**config.mk**
```make
export PLATFORM = sky130hd
export DESIGN_NAME = fetch_btb
export DESIGN_NICKNAME = d
export VERILOG_FILES = /design/src/rtl/cpu_pkg.sv /design/src/rtl/btb_array.sv /design/src/rtl/fetch_btb.sv
export SDC_FILE = /design/constraint.sdc
export NUM_CORES = 1
export LEC_CHECK = 0
export BUFFER_PORTS_ARGS = -buffer_cell sky130_fd_sc_hd__buf_2
export CORE_MARGIN = 3
export CORE_UTILIZATION = 64
export CTS_BUF_LIST = sky130_fd_sc_hd__clkbuf_8
export DETAILED_ROUTE_END_ITERATION = 16
export PLACE_DENSITY = 0.88
export SLEW_MARGIN = 30
export SYNTH_ARGS = -nofsm -noshare
export SYNTH_HDL_FRONTEND = slang
export SYNTH_HIERARCHICAL = 1
export SYNTH_SLANG_ARGS = --single-unit
```
**constraint.sdc**
```tcl
create_clock -name clk -period 7.3 [get_ports clk]
set_clock_uncertainty 0.2 [all_clocks]
set_input_delay 1.46 -clock clk [delete_from_list [all_inputs] [get_ports clk]]
set_output_delay 1.46 -clock clk [all_outputs]
set_load 0.01 [all_outputs]
```
**src/rtl/cpu_pkg.sv**
```systemverilog
// Shared CPU definitions: redirect-select bit positions, BTB counter encodings
// and default fetch addresses.
package cpu_pkg;

  localparam int PCSRC_EXC  = 0;
  localparam int PCSRC_BR   = 1;
  localparam int PCSRC_MISP = 2;

  localparam logic [1:0] SNT = 2'b00;
  localparam logic [1:0] WNT = 2'b01;
  localparam logic [1:0] WT  = 2'b10;
  localparam logic [1:0] ST  = 2'b11;

  localparam logic [31:0] DEFAULT_RESET_PC = 32'h0000_0000;
  localparam logic [31:0] DEFAULT_EXC_VEC  = 32'h0000_0180;

  // 2-bit saturating counter step toward the observed outcome.
  function automatic logic [1:0] ctr_next(input logic [1:0] ctr, input logic outcome);
    if (outcome) return (ctr == ST)  ? ST  : ctr + 2'd1;
    else         return (ctr == SNT) ? SNT : ctr - 2'd1;
  endfunction

endpackage

```
**src/rtl/btb_array.sv**
```systemverilog
// Direct-mapped branch target buffer: combinational lookup by word address,
// registered training update. Lookups always see pre-update contents.
module btb_array
  import cpu_pkg::*;
#(
  parameter int IDX_BITS = 4
) (
  input  logic        clk,
  input  logic        reset,
  input  logic [29:0] rd_addr,
  output logic        hit,
  output logic [1:0]  ctr,
  output logic [31:0] target,
  input  logic        upd_valid,
  input  logic [29:0] upd_addr,
  input  logic [31:0] upd_target,
  input  logic        upd_taken
);

  localparam int ENTRIES = 1 << IDX_BITS;
  localparam int TAG_W   = 30 - IDX_BITS;

  logic              valid_mem  [ENTRIES];
  logic [1:0]        ctr_mem    [ENTRIES];
  logic [TAG_W-1:0]  tag_mem    [ENTRIES];
  logic [31:0]       target_mem [ENTRIES];

  logic [IDX_BITS-1:0] rd_idx, upd_idx;
  logic [TAG_W-1:0]    rd_tag, upd_tag;
  logic                upd_hit;

  assign rd_idx  = rd_addr[IDX_BITS-1:0];
  assign rd_tag  = rd_addr[29:IDX_BITS];
  assign upd_idx = upd_addr[IDX_BITS-1:0];
  assign upd_tag = upd_addr[29:IDX_BITS];

  assign hit     = valid_mem[rd_idx] && (tag_mem[rd_idx] == rd_tag);
  assign ctr     = ctr_mem[rd_idx];
  assign target  = target_mem[rd_idx];
  assign upd_hit = valid_mem[upd_idx] && (tag_mem[upd_idx] == upd_tag);

  // NOTE: only valid bits and counters are reset; tag and target storage is
  // never read while its valid bit is clear, so it is left without a reset.
  always_ff @(posedge clk) begin
    if (!reset) begin
      for (int i = 0; i < ENTRIES; i++) begin
        valid_mem[i] <= 1'b0;
        ctr_mem[i]   <= WNT;
      end
    end else if (upd_valid) begin
      if (upd_hit) begin
        ctr_mem[upd_idx] <= ctr_next(ctr_mem[upd_idx], upd_taken);
      end else if (upd_taken) begin
        valid_mem[upd_idx] <= 1'b1;
        ctr_mem[upd_idx]   <= WT;
      end
    end
  end

  // A taken outcome writes tag and target on both hit (tag unchanged) and allocation.
  always_ff @(posedge clk) begin
    if (reset && upd_valid && upd_taken) begin
      tag_mem[upd_idx]    <= upd_tag;
      target_mem[upd_idx] <= upd_target;
    end
  end

endmodule

```
**src/rtl/fetch_btb.sv**
```systemverilog
// Instruction-fetch stage: PC register, next-PC selection and BTB-based
// prediction feeding the IF/ID register.
module fetch_btb
  import cpu_pkg::*;
#(
  parameter logic [31:0] RESET_PC = DEFAULT_RESET_PC,
  parameter logic [31:0] EXC_VEC  = DEFAULT_EXC_VEC,
  parameter int          IDX_BITS = 4
) (
  input  logic        clk,
  input  logic        reset,
  input  logic        PC_Write,
  input  logic [2:0]  PCSrc,
  input  logic [31:0] BranchAddr,
  input  logic [31:0] RecoverPC,
  input  logic        upd_valid,
  input  logic [31:0] upd_pc,
  input  logic [31:0] upd_target,
  input  logic        upd_taken,
  output logic [31:0] PC,
  output logic [31:0] PCPlus4,
  output logic        FindinBTB,
  output logic        taken,
  output logic [31:0] PredTarget
);

  logic [1:0]  btb_ctr;
  logic [31:0] btb_target;
  logic [31:0] next_pc;
  logic        unused_ok;

  assign unused_ok = ^upd_pc[1:0];

  btb_array #(.IDX_BITS(IDX_BITS)) u_btb (
    .clk        (clk),
    .reset      (reset),
    .rd_addr    (PC[31:2]),
    .hit        (FindinBTB),
    .ctr        (btb_ctr),
    .target     (btb_target),
    .upd_valid  (upd_valid),
    .upd_addr   (upd_pc[31:2]),
    .upd_target (upd_target),
    .upd_taken  (upd_taken)
  );

  assign PCPlus4    = PC + 32'd4;
  assign taken      = FindinBTB && btb_ctr[1];
  assign PredTarget = taken ? btb_target : 32'h0;

  // Redirects outrank the stall so a redirect is never lost while PC_Write is low.
  // NOTE: every path assigns next_pc, so this combinational block cannot infer a latch.
  always_comb begin
    next_pc = PCPlus4;
    if      (PCSrc[PCSRC_EXC])  next_pc = EXC_VEC;
    else if (PCSrc[PCSRC_MISP]) next_pc = RecoverPC;
    else if (PCSrc[PCSRC_BR])   next_pc = BranchAddr;
    else if (!PC_Write)         next_pc = PC;
    else if (taken)             next_pc = PredTarget;
  end

  // NOTE: state registers use non-blocking assignment so every flop samples
  // pre-edge values regardless of block ordering.
  always_ff @(posedge clk) begin
    if (!reset) PC <= RESET_PC;
    else        PC <= next_pc;
  end

endmodule
```
# After elaboration in Yosys (flattened, before gate mapping)
# Memories as Yosys holds them, arrays and structs flattened. A register that Yosys moved wholly into a read port is not among the register bits.
# Cells that the tools add are included.
totals:
  ff_bits: 32
  ramBits: 976
  input_bits: 136
  out_inout_bits: 98
  wordCells: 64
  mem_count: 4
memory_table:
  columns: ["name", "words", "width", "read_ports", "rd_ports_with_merged_regs", "write_ports", "line", "rtl"]
  rows:
  - ["u_btb.target_mem", 16, 32, 1, 1, 1, "btb_array.sv:26", "logic [31:0] target_mem [ENTRIES];"]
  - ["u_btb.tag_mem", 16, 26, 2, 1, 1, "btb_array.sv:25", "logic [TAG_W-1:0] tag_mem [ENTRIES];"]
  - ["u_btb.ctr_mem", 16, 2, 2, 1, 16, "btb_array.sv:24", "logic [1:0] ctr_mem [ENTRIES];"]
  - ["u_btb.valid_mem", 16, 1, 2, 1, 16, "btb_array.sv:23", "logic valid_mem [ENTRIES];"]
op_classes:
  addsub: 3
  eq_ne: 3
  muxes: 39
  bitwise_logic: 2
  reduce_logical: 11
op_table:
  columns: ["operator", "n"]
  rows:
  - ["$mux 32", 5]
  - ["$eq 26x26->1", 2]
  - ["$mux 4", 10]
  - ["$add 32x3->32 const B", 1]
  - ["$mux 2", 8]
  - ["$mux 1", 15]
  - ["$mux 9", 1]
  - ["$logic_and 1x1->1", 5]
  - ["$reduce_bool 4->1", 1]
  - ["$reduce_or 2->1", 2]
  - ["$reduce_bool 3->1", 1]
  - ["$add 2x1->2 const B", 1]
  - ["$eq 2x2->1 const B", 1]
  - ["$logic_not 2->1", 1]
  - ["$sub 2x1->2 const B", 1]
  - ["$not 1->1", 1]
  - ["$or 1x1->1", 1]
  - ["$reduce_or 1->1", 1]

# Depth between registers and ports, before layout
depth:
  ltp_word: 10
  depth_mapped: 16
  ltp_nobuf: 12

# Hierarchy
# The synthesis kept the hierarchy.
by_module_without_submodules:
  columns: ["mod", "n_inst", "cells_each", "area_per_inst_um2", "seq_area_each_um2"]
  rows:
  - ["btb_array", 1, 1897, 41624.9, 29148.0]
  - ["fetch_btb", 1, 435, 3056.7, 640.6]

# Least setup slack after synthesis
# OpenSTA, ideal clock, no wires.
synth_path:
  path_type: "register to output"
  from: "register, netlist name PC[2]"
  to: "output PredTarget[10]"
  t_arrival_ns: 4.627
  required_ns: 5.640
  path_slack_ns: 1.013
  stages_incl_launch_ff: 14
  path_buffers: 7
  path_cell_list: "dfxtp_1 -> buf_2 -> buf_2 -> buf_4 -> buf_1 -> mux4_2 -> mux4_2 -> xnor2_1 -> nand4_1 -> nor4_1 -> clkbuf_1 -> clkbuf_1 -> clkbuf_1 -> and3_1"
synth_lines:
  columns: ["element", "line", "rtl"]
  rows:
  - ["to (decl)", "fetch_btb.sv:24", "output logic [31:0] PredTarget"]

==> impl_metrics.sql <==
INSERT INTO impl_metrics (metric_group, metric, value, unit) VALUES
('clock_network', 'cts_root_buffer', 'clkbuf_8', ''),
('finish', 'fin_area', '50000', 'um^2'),
('setup_path', 'worst-path-max-fanout', '29', ''),
('finish', 'layout_cells_sized_above_1', '34.8', '%'),
('finish', 'final_util', '72.6', '%'),
('setup_path', 'worst_setup_path_end_kind', 'output port', ''),
('placement', 'dpl_ws', '1170', 'ps'),
('clock_network', 'cts_inserted_buffers', '156', ''),
('clock_network', 'cts_setup_buffers', '0', ''),
('floorplan', 'core_area', '68800', 'um^2'),
('route', 'routed-via-count', '27600', ''),
('placement', 'portBuffers', '231', ''),
('finish', 'multi_input_comb_area', '14100', 'um^2'),
('sta', 'slew_violations', '0', ''),
('placement', 'globalplace.congestion', '0.945', ''),
('job', 'timing.max_cap.violations', '0', ''),
('floorplan', 'boundaryPins', '234', ''),
('power', 'switch_pwr', '2.84', 'mW'),
('power', 'worst_ir_drop_vdd', '180', 'uV'),
('grt', 'grt_start_max_net_pins', '120', ''),
('sta', 'timing.final.hold_violations', '0', ''),
('finish', 'layout.cells.non_filler', '3703', ''),
('clock_network', 'holdBufCountCts', '0', ''),
('placement', 'dpl-instance-area', '47100', 'um^2'),
('grt', 'global_route_wire_length_before_repair', '189', 'mm'),
('clock_network', 'h_tree_level_count', '4', ''),
('power', 'power_frac_seq', '55.0', '%'),
('setup_path', 'critical_path_class', 'reg2out', ''),
('clock_network', 'post_cts_clock_slew_at_the_launch_and_capture_registers_of_the_worst_setup_and_hold_paths', '60', 'ps'),
('setup_path', 'setup.worst_path.start', 'PC[2]$_SDFFE_PP0P_', ''),
('power', 'power.share.clock', '37.0', '%'),
('clock_network', 'clk-insertion-delay-late', '830', 'ps'),
('sta', 'final_period_minus_worst_setup_slack', '7010', 'ps'),
('power', 'sw_frac_of_total', '24.2', '%'),
('finish', 'flow.area_growth_from_synthesis', '12.1', '%'),
('route', 'antenna_viol_nets_final', '0', ''),
('sta', 'setup_repair_after_global_routing_missed_its_margin', 'false', ''),
('sta', 'final_worst_setup_slack', '286', 'ps'),
('setup_path', 'worst-endpoint-arrival', '5350', 'ps'),
('worst_hold_path', 'min_path_type', 'reg2reg', ''),
('setup_path', 'ff2ff_setup_slack', '1730', 'ps'),
('floorplan', 'core.rowCount', '96', ''),
('power', 'pwrdens', '235', 'nW/um^2'),
('setup_path', 'crit_required', '5640', 'ps'),
('power', 'internal_power', '8.90', 'mW'),
('floorplan', 'die_height', '270', 'um'),
('grt', 'antenna_found_initial', '18', ''),
('route', 'drc', '0', ''),
('grt', 'grt_overflow', '0', ''),
('setup_path', 'worst_r2r_startpoint', 'PC[2]$_SDFFE_PP0P_', ''),
('grt', 'grt_usage', '36.1', '%'),
('power', 'p_leak', '16.3', 'nW'),
('sta', 'timing.hold.ws', '291', 'ps'),
('power', 'pnr_total_power', '11.7', 'mW'),
('floorplan', 'floorplan.initialDensity', '64.8', '%'),
('placement', 'placed_wire_length_estimate_after_detailed_placement', '80.5', 'mm'),
('setup_path', 'start_kind', 'flop', ''),
('route', 'dr.first_iter.drc_count', '4557', ''),
('yosys', 'syn-mean-instance-area', '19.2', 'um^2'),
('finish', 'nFillCells', '3737', ''),
('clock_network', 'tritoncts_clock_tree', 'done', ''),
('yosys', 'yosys_synthesis_warning_count', '6', ''),
('sta', 'timing.slew.headroom', '29.2', '%'),
('sta', 'slew_of_the_pin_with_the_lowest_slew_margin', '1060', 'ps'),
('finish', 'regArea', '29800', 'um^2'),
('clock_network', 'cts_buffer_depth', '3', ''),
('yosys', 'netlist_area', '44600', 'um^2'),
('setup_path', 'r2r.worst_path.cells', '14', ''),
('run_status', 'run_status', 'completed', ''),
('route', 'via_per_inst', '7.45', ''),
('floorplan', 'die_area', '72800', 'um^2');
worst max-delay path, stage by stage, from the launching register on:
cell	delay [ps]
dfxtp_4	690
buf_12	290
mux4_2	530
mux4_2	550
xnor2_1	340
nand4_1	150
or4_1	640
nor4_2	280
buf_4	460
and3_1	370
buf_2	190
cells in the final DEF, fill, tap and decap left out, types with 44 or more instances in the layout:
master / instances
buf_2: 228
buf_4: 58
clkbuf_8: 163
dfxtp_1: 44
edfxtp_1: 960
inv_1: 77
mux2i_1: 63
mux4_2: 399
nand2_1: 99
o21ai_0: 62
xnor2_1: 59
final cells by class:
class,instances,share of cell area [%]
inverters,21,0.158
diodes,14,0.0701
flip-flops and latches,1008,59.7
multi-input cells,1143,28.3
clock inverters,119,1.20
repair buffers,304,3.84
well taps,931,2.33
clock buffers,163,4.49
power groups by stage:
stage | registers [mW] | clock network [mW] | logic [mW]
finish | 6.46 | 4.35 | 0.933
detailed placement | 6.57 | 0 | 0.907
global placement | 6.57 | 0 | 0.876
global route | 6.46 | 4.64 | 0.973
floorplan | 6.54 | 0 | 0.570
CTS | 6.45 | 4.38 | 0.912
registers in the layout, summed over array words and instances (netlist names), named ones only:
| register | flops |
|---|---|
| u_btb/target_mem | 512 |
| u_btb/tag_mem | 416 |
| u_btb/ctr_mem | 32 |
| PC | 30 |
| u_btb/valid_mem | 16 |
layer usage:
layer | vias to the layer above | routed length (um) | track usage [%]
met5 | - | 116 | 0
li1 | 10400 | - | -
met1 | 13900 | 42500 | 48.0
met3 | 473 | 20300 | 12.7
met2 | 2744 | 60700 | 54.5
met4 | 18 | 6410 | 17.2
worst min-delay path by stage:
stage | from | to | slack (ps) | cells after the start
after detailed placement | u_btb/valid_mem[6]$_DFF_P_ | u_btb/valid_mem[6]$_DFF_P_ | 270 | 2
after global placement | u_btb/valid_mem[2]$_DFF_P_ | u_btb/valid_mem[2]$_DFF_P_ | 250 | 2
after CTS | u_btb/valid_mem[6]$_DFF_P_ | u_btb/valid_mem[6]$_DFF_P_ | 290 | 2
after floorplan | u_btb/valid_mem[10]$_DFF_P_ | u_btb/valid_mem[10]$_DFF_P_ | 240 | 2
after global routing | u_btb/valid_mem[14]$_DFF_P_ | u_btb/valid_mem[14]$_DFF_P_ | 320 | 2
final | u_btb/valid_mem[6]$_DFF_P_ | u_btb/valid_mem[6]$_DFF_P_ | 290 | 2
No activity file was read; power rests on OpenSTA's default activity.
